**src/rtl/rv32i_types.sv**
```systemverilog
// Shared RV32I type definitions used across the writeback datapath.
package rv32i_types;

   // Writeback result format selected by the producing unit.
   typedef enum logic [2:0] {
      WB_WORD   = 3'd0,
      WB_BYTE   = 3'd1,
      WB_BYTE_U = 3'd2,
      WB_HALF   = 3'd3,
      WB_HALF_U = 3'd4
   } wb_fmt_t;

endpackage

```
**src/rtl/wb_fifo.sv**
```systemverilog
// Per-channel writeback queue. Pointers carry an extra wrap bit so full and
// empty are distinguished without a separate count.
module wb_fifo #(
   parameter int WIDTH = 8,
   parameter int DEPTH = 2
) (
   input  logic             clk,
   input  logic             rst,
   input  logic             push,
   input  logic [WIDTH-1:0] din,
   input  logic             pop,
   output logic [WIDTH-1:0] dout,
   output logic             full,
   output logic             empty
);

   localparam int AW = $clog2(DEPTH);

   logic [WIDTH-1:0] mem [DEPTH];
   logic [AW:0]      wr_ptr;
   logic [AW:0]      rd_ptr;

   assign empty = (wr_ptr == rd_ptr);
   assign full  = (wr_ptr[AW] != rd_ptr[AW]) && (wr_ptr[AW-1:0] == rd_ptr[AW-1:0]);
   assign dout  = mem[rd_ptr[AW-1:0]];

   // Pointer advance on accepted push / pop; reset empties the queue.
   always_ff @(posedge clk) begin
      if (rst) begin
         wr_ptr <= '0;
         rd_ptr <= '0;
      end else begin
         if (push && !full)
            wr_ptr <= wr_ptr + (AW+1)'(1);
         if (pop && !empty)
            rd_ptr <= rd_ptr + (AW+1)'(1);
      end
   end

   // Entry storage; contents are meaningless while empty, so no reset.
   always_ff @(posedge clk) begin
      if (push && !full)
         mem[wr_ptr[AW-1:0]] <= din;
   end

endmodule

```
**src/rtl/wb_arbiter.sv**
```systemverilog
// Writeback arbiter: queues results from several producers, grants one head
// per cycle round-robin, formats it and drives the register-file write port.
module wb_arbiter
   import rv32i_types::*;
#(
   parameter int NUM_CH = 2,
   parameter int DEPTH  = 2,
   parameter int XLEN   = 32
) (
   input  logic                        clk,
   input  logic                        rst,
   input  logic [NUM_CH-1:0]           ch_valid,
   output logic [NUM_CH-1:0]           ch_ready,
   input  logic [NUM_CH-1:0][4:0]      ch_rd,
   input  wb_fmt_t                     ch_fmt [NUM_CH],
   input  logic [NUM_CH-1:0][1:0]      ch_offset,
   input  logic [NUM_CH-1:0][XLEN-1:0] ch_data,
   output logic [XLEN-1:0]             regfile_in,
   output logic [4:0]                  rd_out,
   output logic                        load_regfile,
   output logic                        misalign_err,
   output logic                        busy
);

   // Entry layout: {rd, fmt, offset, data}
   localparam int ENT_W = XLEN + 10;
   localparam int PTR_W = (NUM_CH > 1) ? $clog2(NUM_CH) : 1;

   logic [ENT_W-1:0]  head [NUM_CH];
   logic [NUM_CH-1:0] full;
   logic [NUM_CH-1:0] empty;
   logic [NUM_CH-1:0] pop;

   logic [PTR_W-1:0]  rr_ptr;
   logic [PTR_W-1:0]  gnt_idx_p0;
   logic [PTR_W-1:0]  next_ptr_p0;
   logic              gnt_vld_p0;
   logic [ENT_W-1:0]  sel_p0;
   logic [4:0]        sel_rd_p0;
   wb_fmt_t           sel_fmt_p0;
   logic [1:0]        sel_off_p0;
   logic [XLEN-1:0]   sel_data_p0;
   logic              mis_p0;
   logic [XLEN-1:0]   wr_data_p0;
   logic              vld_p1;

   function automatic logic is_misaligned(input wb_fmt_t fmt, input logic [1:0] off);
      case (fmt)
         WB_WORD:            return (off != 2'd0);
         WB_HALF, WB_HALF_U: return (off == 2'd3);
         default:            return 1'b0;
      endcase
   endfunction

   function automatic logic [XLEN-1:0] format_data(input wb_fmt_t fmt, input logic [1:0] off,
                                                   input logic [XLEN-1:0] data);
      logic [XLEN-1:0] sh;
      sh = data >> {off, 3'b000};
      case (fmt)
         WB_BYTE:   return {{(XLEN-8){sh[7]}}, sh[7:0]};
         WB_BYTE_U: return {{(XLEN-8){1'b0}}, sh[7:0]};
         WB_HALF:   return {{(XLEN-16){sh[15]}}, sh[15:0]};
         WB_HALF_U: return {{(XLEN-16){1'b0}}, sh[15:0]};
         default:   return data;
      endcase
   endfunction

   for (genvar g = 0; g < NUM_CH; g++) begin : g_ch
      // ready depends only on occupancy, never on the same-cycle pop
      assign ch_ready[g] = !full[g] && !rst;

      wb_fifo #(.WIDTH(ENT_W), .DEPTH(DEPTH)) u_fifo (
         .clk   (clk),
         .rst   (rst),
         .push  (ch_valid[g] && ch_ready[g]),
         .din   ({ch_rd[g], ch_fmt[g], ch_offset[g], ch_data[g]}),
         .pop   (pop[g]),
         .dout  (head[g]),
         .full  (full[g]),
         .empty (empty[g])
      );
   end

   // ---- p0: round-robin grant over pre-edge FIFO heads, then format ----
   // Round-robin search starting at rr_ptr; first non-empty head wins.
   always_comb begin
      gnt_vld_p0 = 1'b0;
      gnt_idx_p0 = '0;
      for (int i = 0; i < NUM_CH; i++) begin
         if (!gnt_vld_p0 && !empty[(int'(rr_ptr) + i) % NUM_CH]) begin
            gnt_vld_p0 = 1'b1;
            gnt_idx_p0 = PTR_W'((int'(rr_ptr) + i) % NUM_CH);
         end
      end
   end

   // One-hot pop of the granted channel.
   always_comb begin
      pop = '0;
      if (gnt_vld_p0)
         pop[gnt_idx_p0] = 1'b1;
   end

   assign next_ptr_p0 = (int'(gnt_idx_p0) == NUM_CH - 1) ? '0 : gnt_idx_p0 + PTR_W'(1);
   assign sel_p0      = head[gnt_idx_p0];
   assign sel_data_p0 = sel_p0[XLEN-1:0];
   assign sel_off_p0  = sel_p0[XLEN +: 2];
   assign sel_fmt_p0  = wb_fmt_t'(sel_p0[XLEN+2 +: 3]);
   assign sel_rd_p0   = sel_p0[XLEN+5 +: 5];
   assign mis_p0      = gnt_vld_p0 && is_misaligned(sel_fmt_p0, sel_off_p0);
   assign wr_data_p0  = format_data(sel_fmt_p0, sel_off_p0, sel_data_p0);

   // ---- p1: registered write port ----
   // Register the granted result; idle cycles hold data/rd and drop strobes.
   always_ff @(posedge clk) begin
      if (rst) begin
         rr_ptr       <= '0;
         regfile_in   <= '0;
         rd_out       <= '0;
         load_regfile <= 1'b0;
         misalign_err <= 1'b0;
         vld_p1       <= 1'b0;
      end else begin
         vld_p1       <= gnt_vld_p0;
         load_regfile <= gnt_vld_p0 && !mis_p0 && (sel_rd_p0 != 5'd0);
         misalign_err <= mis_p0;
         if (gnt_vld_p0) begin
            rr_ptr     <= next_ptr_p0;
            rd_out     <= sel_rd_p0;
            regfile_in <= mis_p0 ? '0 : wr_data_p0;
         end
      end
   end

   assign busy = !(&empty) || vld_p1;

endmodule
```
**config.mk**
```make
export PLATFORM = sky130hd
export DESIGN_NAME = wb_arbiter
export DESIGN_NICKNAME = d
export VERILOG_FILES = /design/src/rtl/rv32i_types.sv /design/src/rtl/wb_fifo.sv /design/src/rtl/wb_arbiter.sv
export SDC_FILE = /design/constraint.sdc
export NUM_CORES = 1
export LEC_CHECK = 0
export ABC_AREA = 0
export ABC_CLOCK_PERIOD_IN_PS = 5050
export CAP_MARGIN = 15
export CORE_AREA = 4 4 159 161
export DETAILED_ROUTE_END_ITERATION = 8
export DIE_AREA = 0 0 163 165
export GPL_ROUTABILITY_DRIVEN = 0
export SETUP_SLACK_MARGIN = 0.2
export SYNTH_ARGS = -nofsm -noshare
export SYNTH_HDL_FRONTEND = slang
export SYNTH_HIERARCHICAL = 1
export SYNTH_SLANG_ARGS = --single-unit
export TNS_END_PERCENT = 5
```
**constraint.sdc**
```tcl
create_clock -name clk -period 5.05 [get_ports clk]
set_input_delay 1.01 -clock clk [delete_from_list [all_inputs] [get_ports clk]]
set_output_delay 1.01 -clock clk [all_outputs]
set_load 0.02 [all_outputs]
```
==> summary.txt, run 1 <==
Status
  • Outcome: finished, final reports clean

Setup path
  • Startpoint Class: flop
  • Buffer and inverter count on the worst path: 1
  • Critical path data arrival time: around 2.9 ns
  • Critical-path top delay cell: clkdlybuf4s50_1
  • Critical Path End Type: output port
  • Crit path cell chain: xor2_1, nor2_1, nand2_1, or2_2, clkdlybuf4s50_1
  • Crit Path Max Fanout: 12
  • Max incr delay on CP: 0.54 ns
  • Delay-heaviest family, CP: simple AND/OR/NAND/NOR gates
  • WP data required: 4.04 ns
  • WS Path Type: flop to output port

Logic synthesis
  • #FFs+latches synth: 219
  • Post-synth EDFFs: ~170
  • Synthesized area: 9960 µm²
  • Ys flop type: edfxtp_1
  • Top cell type's share of synthesized area: 50.7%
  • Synthesized instance count: approximately 740
  • Mean area per synthesized cell: 13.5 µm²
  • Async set-reset flop share out of synthesis: 0%
  • Synth warnings: 6
  • Register area share after synthesis: 60.9%
  • Area leader, netlist: edfxtp_1
  • Mapped Nets: 826
  • Top area cells in the synthesized netlist: edfxtp_1 (51%), dfxtp_1 (10%), mux2_2 (9.7%)
  • Netlist cell types: 63

Placement
  • Post-DP HPWL: 17500 µm
  • Cells after DPL: 1153
  • Buffers on Ports: ~130
  • Placed Area: 11500 µm²
  • Place WS: between 1 and 1.5 ns

Power and ir drop
  • Net Sw Frac: 35.6%
  • Comb power frac: about two fifths
  • Pwr/cell area: approximately 520 nW/µm²
  • VDD IR-drop max: around 0.22 mV
  • Psw: 2.27 mW
  • Seq pwr share: 35.6%
  • Total Power: roughly 6.4 mW
  • Internal power: 4.11 mW
  • Leak: 4.16 nW
  • Clock share of power: 26.0%

Clocking
  • Post-CTS resize count: 0
  • Clock-pin slew on the worst setup and hold paths: 0.06 ns
  • Number of CTS-inserted buffers: 23
  • Hold_buf cts: 0
  • # Post-CTS Setup Buffers: 0
  • Worst-Skew Late Latency: 0.52 ns
  • CTS tree: yes
  • Maximum buffer depth of the clock tree: 3
  • # clock sinks: 219
  • CTS root buf: clkbuf_16
  • H-tree depth: 1

Finish
  • Layout cell share with drive strength beyond 1: 20.4%
  • Area growth, synth to finish: 22.8%
  • Non-Filler Instances: 1195
  • Antenna Diode Count: 0
  • Fin nets: 942
  • Fin util: 51.0%
  • Most common cell after layout, fill and taps aside: edfxtp_1
  • Most frequent cells in the layout: edfxtp_1 (168), clkdlybuf4s50_1 (129), mux2_2 (86)
  • Final Cell Area: 12200 µm²

Global route
  • Initial antenna violation count: 0
  • Largest net degree at the start of global routing: 43
  • Vias in the first global route: 6426
  • GRT Util Overall: around 17%
  • First-pass GRT wire length: 36400 µm
  • Grt ovf: 0

STA
  • Final min period: between 3 and 4 ns
  • Setup TNS: 0 ns
  • Setup Viol. Count Final: 0
  • Relative slew slack: 32.6%
  • Final worst clock skew: 0.0261 ns
  • RSZ-0062 raised after global routing: no
  • Slew Viols, Final: 0
  • Max frequency: 258 MHz
  • Hold Fails Final Rpt: 0
  • Final hold slack: 0.448 ns
  • Final worst slack: 1.18 ns
  • Worst slew pin tran: about 1 ns
  • Final period util: 76.7%

Die
  • I/O pins: 130
  • Initial core utilization: 41.6%
  • Core Rows: 57
  • Core region area: approximately 24000 µm²
  • Die outline width: 163 µm
  • Die Area: around 27000 µm²
  • Die Height: 165 µm

Detailed routing
  • 1st-pass router iterations: 5
  • Final ANT Viol Nets: 0
  • Final WL: 24400 µm
  • Vias per cell: roughly 5.4
  • Via count: 6469
  • DRC: 0
  • Initial DRC count: 572
  • Routed WL per cell: approximately 20 µm

Job
  • Max-cap viol count: 0

Worst hold path
  • Min-delay worst type: flop to flop
## cell type report
| cell class | instances | area (µm²) |
|---|---|---|
| well taps | 324 | 405 |
| clock inverters | 10 | 108 |
| inverters | 8 | 32.5 |
| multi-input cells | 463 | 3610 |
| fillers | 2078 | 11700 |
| flip-flops and latches | 219 | 6070 |
| repair buffers | 139 | 1370 |
| clock buffers | 32 | 641 |
## power by group through the flow
stage | registers (mW) | clock network (mW) | logic, mW
CTS | 2.27 | 1.70 | 2.44
global placement | 2.30 | 0 | 2.38
finish | 2.27 | 1.66 | 2.45
floorplan | 2.35 | 0 | 1.71
detailed placement | 2.31 | 0 | 2.43
global route | 2.29 | 1.77 | 2.63
## synthesized netlist by cell type (all sizes together) (6+ instances only)
| library cell | instances |
|---|---|
| o21ai | 25 |
| a21oi | 17 |
| nor2 | 69 |
| a211oi | 9 |
| nand2 | 55 |
| mux2 | 86 |
| nor3 | 17 |
| nand3 | 6 |
| buf | 36 |
| mux2i | 42 |
| o31a | 7 |
| dfxtp | 51 |
| o31ai | 19 |
| nand4 | 8 |
| nor3b | 17 |
| o211ai | 17 |
| edfxtp | 168 |
| and2 | 10 |
| inv | 8 |
| a311oi | 11 |
| clkbuf | 12 |
## per-layer routing
metal  track usage (%)  routed length, µm
met5                 0                  0
met4              4.96                581
met3              3.54               1670
met1              24.3              10800
met2              27.7              11400
## final timing paths
path                                          from                          end  slack [ns]  cells past startpoint
max          g_ch[0].u_fifo/rd_ptr[0]$_SDFFE_PP0P_                         busy        1.18                      5
min                    regfile_in[22]$_SDFFE_PP0P_  regfile_in[22]$_SDFFE_PP0P_        0.45                      2
max reg2reg  g_ch[0].u_fifo/wr_ptr[1]$_SDFFE_PP0P_  regfile_in[10]$_SDFFE_PP0P_        1.70                      7
min reg2reg            regfile_in[22]$_SDFFE_PP0P_  regfile_in[22]$_SDFFE_PP0P_        0.45                      2
## sequential cells by signal, summed over array words and instances, names as in the netlist, 4 cells and up, named ones only
name	count
g_ch.u_fifo/wr_ptr	4
regfile_in	32
g_ch.u_fifo/mem	168
rd_out	5
g_ch.u_fifo/rd_ptr	4
## cell families after synthesis
logic type      Yosys count  share of synthesized area, %
buf+inv                  56                          3.09
simple gates            206                          10.5
compound gates          121                          10.2
xor+xnor                  6                         0.679
mux                     130                          14.6
flops                   219                          60.9
## worst min-delay path: cells and delay by family, from the launching register on
kind,cells,cell delay [ns]
flip-flops,1,0.31
AND/OR/NAND/NOR,1,0.05
AO/OA/AOI/OAI,1,0.05
Note: power is estimated with default switching activity, not from simulation.
==> run 2, diff against run 1 <==
--- a/config.mk
+++ b/config.mk
@@ -6,12 +6,13 @@
 export NUM_CORES = 1
 export LEC_CHECK = 0
 export ABC_AREA = 0
-export ABC_CLOCK_PERIOD_IN_PS = 5050
+export ABC_CLOCK_PERIOD_IN_PS = 3290
 export CAP_MARGIN = 15
 export CORE_AREA = 4 4 159 161
 export DETAILED_ROUTE_END_ITERATION = 8
 export DIE_AREA = 0 0 163 165
 export GPL_ROUTABILITY_DRIVEN = 0
+export PLACE_DENSITY = 0.66
 export SETUP_SLACK_MARGIN = 0.2
 export SYNTH_ARGS = -nofsm -noshare
 export SYNTH_HDL_FRONTEND = slang
==> constraint.sdc (replaced) <==
create_clock -name clk -period 3.29 [get_ports clk]
set_input_delay 0.658 -clock clk [delete_from_list [all_inputs] [get_ports clk]]
set_output_delay 0.658 -clock clk [all_outputs]
set_load 0.02 [all_outputs]
==> run 2 against run 1 <==
Effect of this change: wire length decreased by 1.5%; cell count increased by 1.7%; global-route usage increased by 0.077 points; core utilization is 0.93 points higher; non-clock buffer count up 18; critical path depth unchanged; clock skew decreased by 0.0038 ns; sequential share of layout area is 0.85 points lower; critical path type unchanged; flip-flop and latch count unchanged; largest cell class unchanged; sequential power is 54% higher.
==> summary.txt, run 2 (same netlist as run 1, synthesis figures left out) <==
Detailed routing
  • Final WL: 24100 µm
  • Final ANT Viol Nets: 0
  • 1st-pass router iterations: 5
  • Vias per cell: 5.30
  • Via count: 6434
  • DRC: 0
  • Initial DRC count: 395
  • Routed WL per cell: approximately 20 µm

Finish
  • Antenna Diode Count: 0
  • Max reg flops: 168
  • Most frequent cells in the layout: edfxtp_1 (168), clkdlybuf4s50_1 (129), mux2_2 (86)
  • Fin util: around half
  • Most common cell after layout, fill and taps aside: edfxtp_1
  • Fin nets: 961
  • Non-Filler Instances: 1215
  • Layout cell share with drive strength beyond 1: 23.0%
  • Final Cell Area: 12500 µm²
  • Area growth, synth to finish: 25.1%

Setup path
  • WP data required: 2.63 ns
  • R2R Path Start: g_ch[0].u_fifo/rd_ptr[1]$_SDFFE_PP0P_
  • Startpoint Class: flop
  • Critical-path top delay cell: clkdlybuf4s50_1
  • Critical Path End Type: output port
  • Reg2reg path depth: 9
  • Reg2Reg Capture Point: regfile_in[0]$_SDFFE_PP0P_
  • Flop-to-flop setup slack: between 0.4 and 0.5 ns
  • Crit path cell chain: xor2_1, nor2_2, nand2_1, or2_2, clkdlybuf4s50_1
  • Crit Path Max Fanout: 5
  • Max incr delay on CP: 0.55 ns
  • WS Path Type: flop to output port
  • Critical path data arrival time: 2.30 ns

Clocking
  • CTS root buf: clkbuf_16
  • Clock-pin slew on the worst setup and hold paths: 0.06 ns
  • Maximum buffer depth of the clock tree: 3
  • # clock sinks: 219
  • H-tree depth: 1
  • Number of CTS-inserted buffers: 24
  • CTS tree: yes
  • Worst-Skew Late Latency: 0.52 ns

STA
  • Setup TNS: 0 ns
  • Hold Fails Final Rpt: 0
  • Worst slew pin tran: 0.643 ns
  • Setup Viol. Count Final: 0
  • Final min period: 2.96 ns
  • Final hold slack: around 0.45 ns
  • Final worst slack: approximately 0.33 ns
  • RSZ-0062 raised after global routing: no
  • Max frequency: 338 MHz
  • Final worst clock skew: 0.0223 ns
  • Final period util: 90.0%
  • Slew Viols, Final: 0
  • Relative slew slack: 55.9%

Die
  • Initial core utilization: 41.6%
  • I/O pins: 130
  • Die outline width: around 160 µm
  • Core Rows: 57
  • Core region area: 24000 µm²
  • Die Area: 26900 µm²
  • Die Height: 165 µm

Global route
  • GRT Util Overall: 17.5%
  • First-pass GRT wire length: ~36000 µm
  • Vias in the first global route: 6356
  • Initial antenna violation count: 1
  • Largest net degree at the start of global routing: 49
  • Grt ovf: 0

Placement
  • Place WS: 0.554 ns
  • Buffers on Ports: around 130
  • Placed Area: 11700 µm²
  • Post-DP HPWL: ~17000 µm
  • Cells after DPL: ~1200

Worst hold path
  • Worst Hold End: regfile_in[16]$_SDFFE_PP0P_
  • Min-delay worst type: flop to flop
  • WHS Path Cells: 2
  • Hold_sp: regfile_in[16]$_SDFFE_PP0P_

Status
  • Outcome: finished, final reports clean

Power and ir drop
  • Leak: ~4.3 nW
  • VDD IR-drop max: a little under 0.5 mV
  • Pwr/cell area: between 700 and 800 nW/µm²
  • Total Power: between 9 and 10 mW

Job
  • Max-cap viol count: 0
==> run 2: worst max-delay path, delay by kind of cell, from the launching register on <==
family / cells / cell delay, ns
XOR/XNOR: 1 / 0.18
buffers and inverters: 1 / 0.55
flip-flops: 1 / 0.43
AND/OR/NAND/NOR: 3 / 0.64
==> run 2: layout make-up <==
class / count / area (µm²)
flip-flops and latches: 219 / 6070
clock inverters: 7 / 41.3
inverters: 8 / 32.5
multi-input cells: 463 / 3610
fillers: 2086 / 11500
clock buffers: 37 / 711
repair buffers: 157 / 1580
well taps: 324 / 405
==> run 2: report_power, final <==
group / switching [mW] / total, mW / internal [mW]
clock: 1.05 / 2.54 / 1.49
combinational: 2.26 / 3.89 / 1.63
sequential: 0.174 / 3.49 / 3.32
total: 3.48 / 9.92 / 6.43
==> run 2: how the worst max path moves through the flow <==
stage,startpoint,endpoint,slack (ns),depth (start not counted)
floorplan,rst,g_ch[1].u_fifo/mem[1][0]$_DFFE_PP_,0.15,5
global placement,flop,regfile_in[7]$_SDFFE_PP0P_,0.57,6
global route,g_ch[0].u_fifo/rd_ptr[1]$_SDFFE_PP0P_,busy,0.21,5
finish,g_ch[0].u_fifo/rd_ptr[1]$_SDFFE_PP0P_,busy,0.33,5
detailed placement,g_ch[1].u_fifo/rd_ptr[0]$_SDFFE_PP0P_,regfile_in[14]$_SDFFE_PP0P_,0.55,8
CTS,g_ch[0].u_fifo/rd_ptr[0]$_SDFFE_PP0P_,busy,0.20,5
==> run 2: routing by layer <==
layer  vias up  part of all wire [%]  global-route usage (%)
li1       3089                     -                       -
met1      3100                    41                    21.7
met2       197                    49                    30.6
met3        46                   7.1                    4.27
met4         2                   2.9                    4.77
met5         -                 0.054                       0
==> run 2: repair_timing <==
action,CTS,global route
pin swaps,0,2
setup buffers,0,3
resized for setup,2,4
hold buffers,0,0
endpoints found under the setup margin,1,1
==> run 3, diff against run 2 <==
--- a/config.mk
+++ b/config.mk
@@ -9,6 +9,7 @@
 export ABC_CLOCK_PERIOD_IN_PS = 3290
 export CAP_MARGIN = 15
 export CORE_AREA = 4 4 159 161
+export CTS_CLUSTER_SIZE = 40
 export DETAILED_ROUTE_END_ITERATION = 8
 export DIE_AREA = 0 0 163 165
 export GPL_ROUTABILITY_DRIVEN = 0
==> results of run 3 <==
Same layout as run 2: the final DEF is identical, and so are final timing and power.
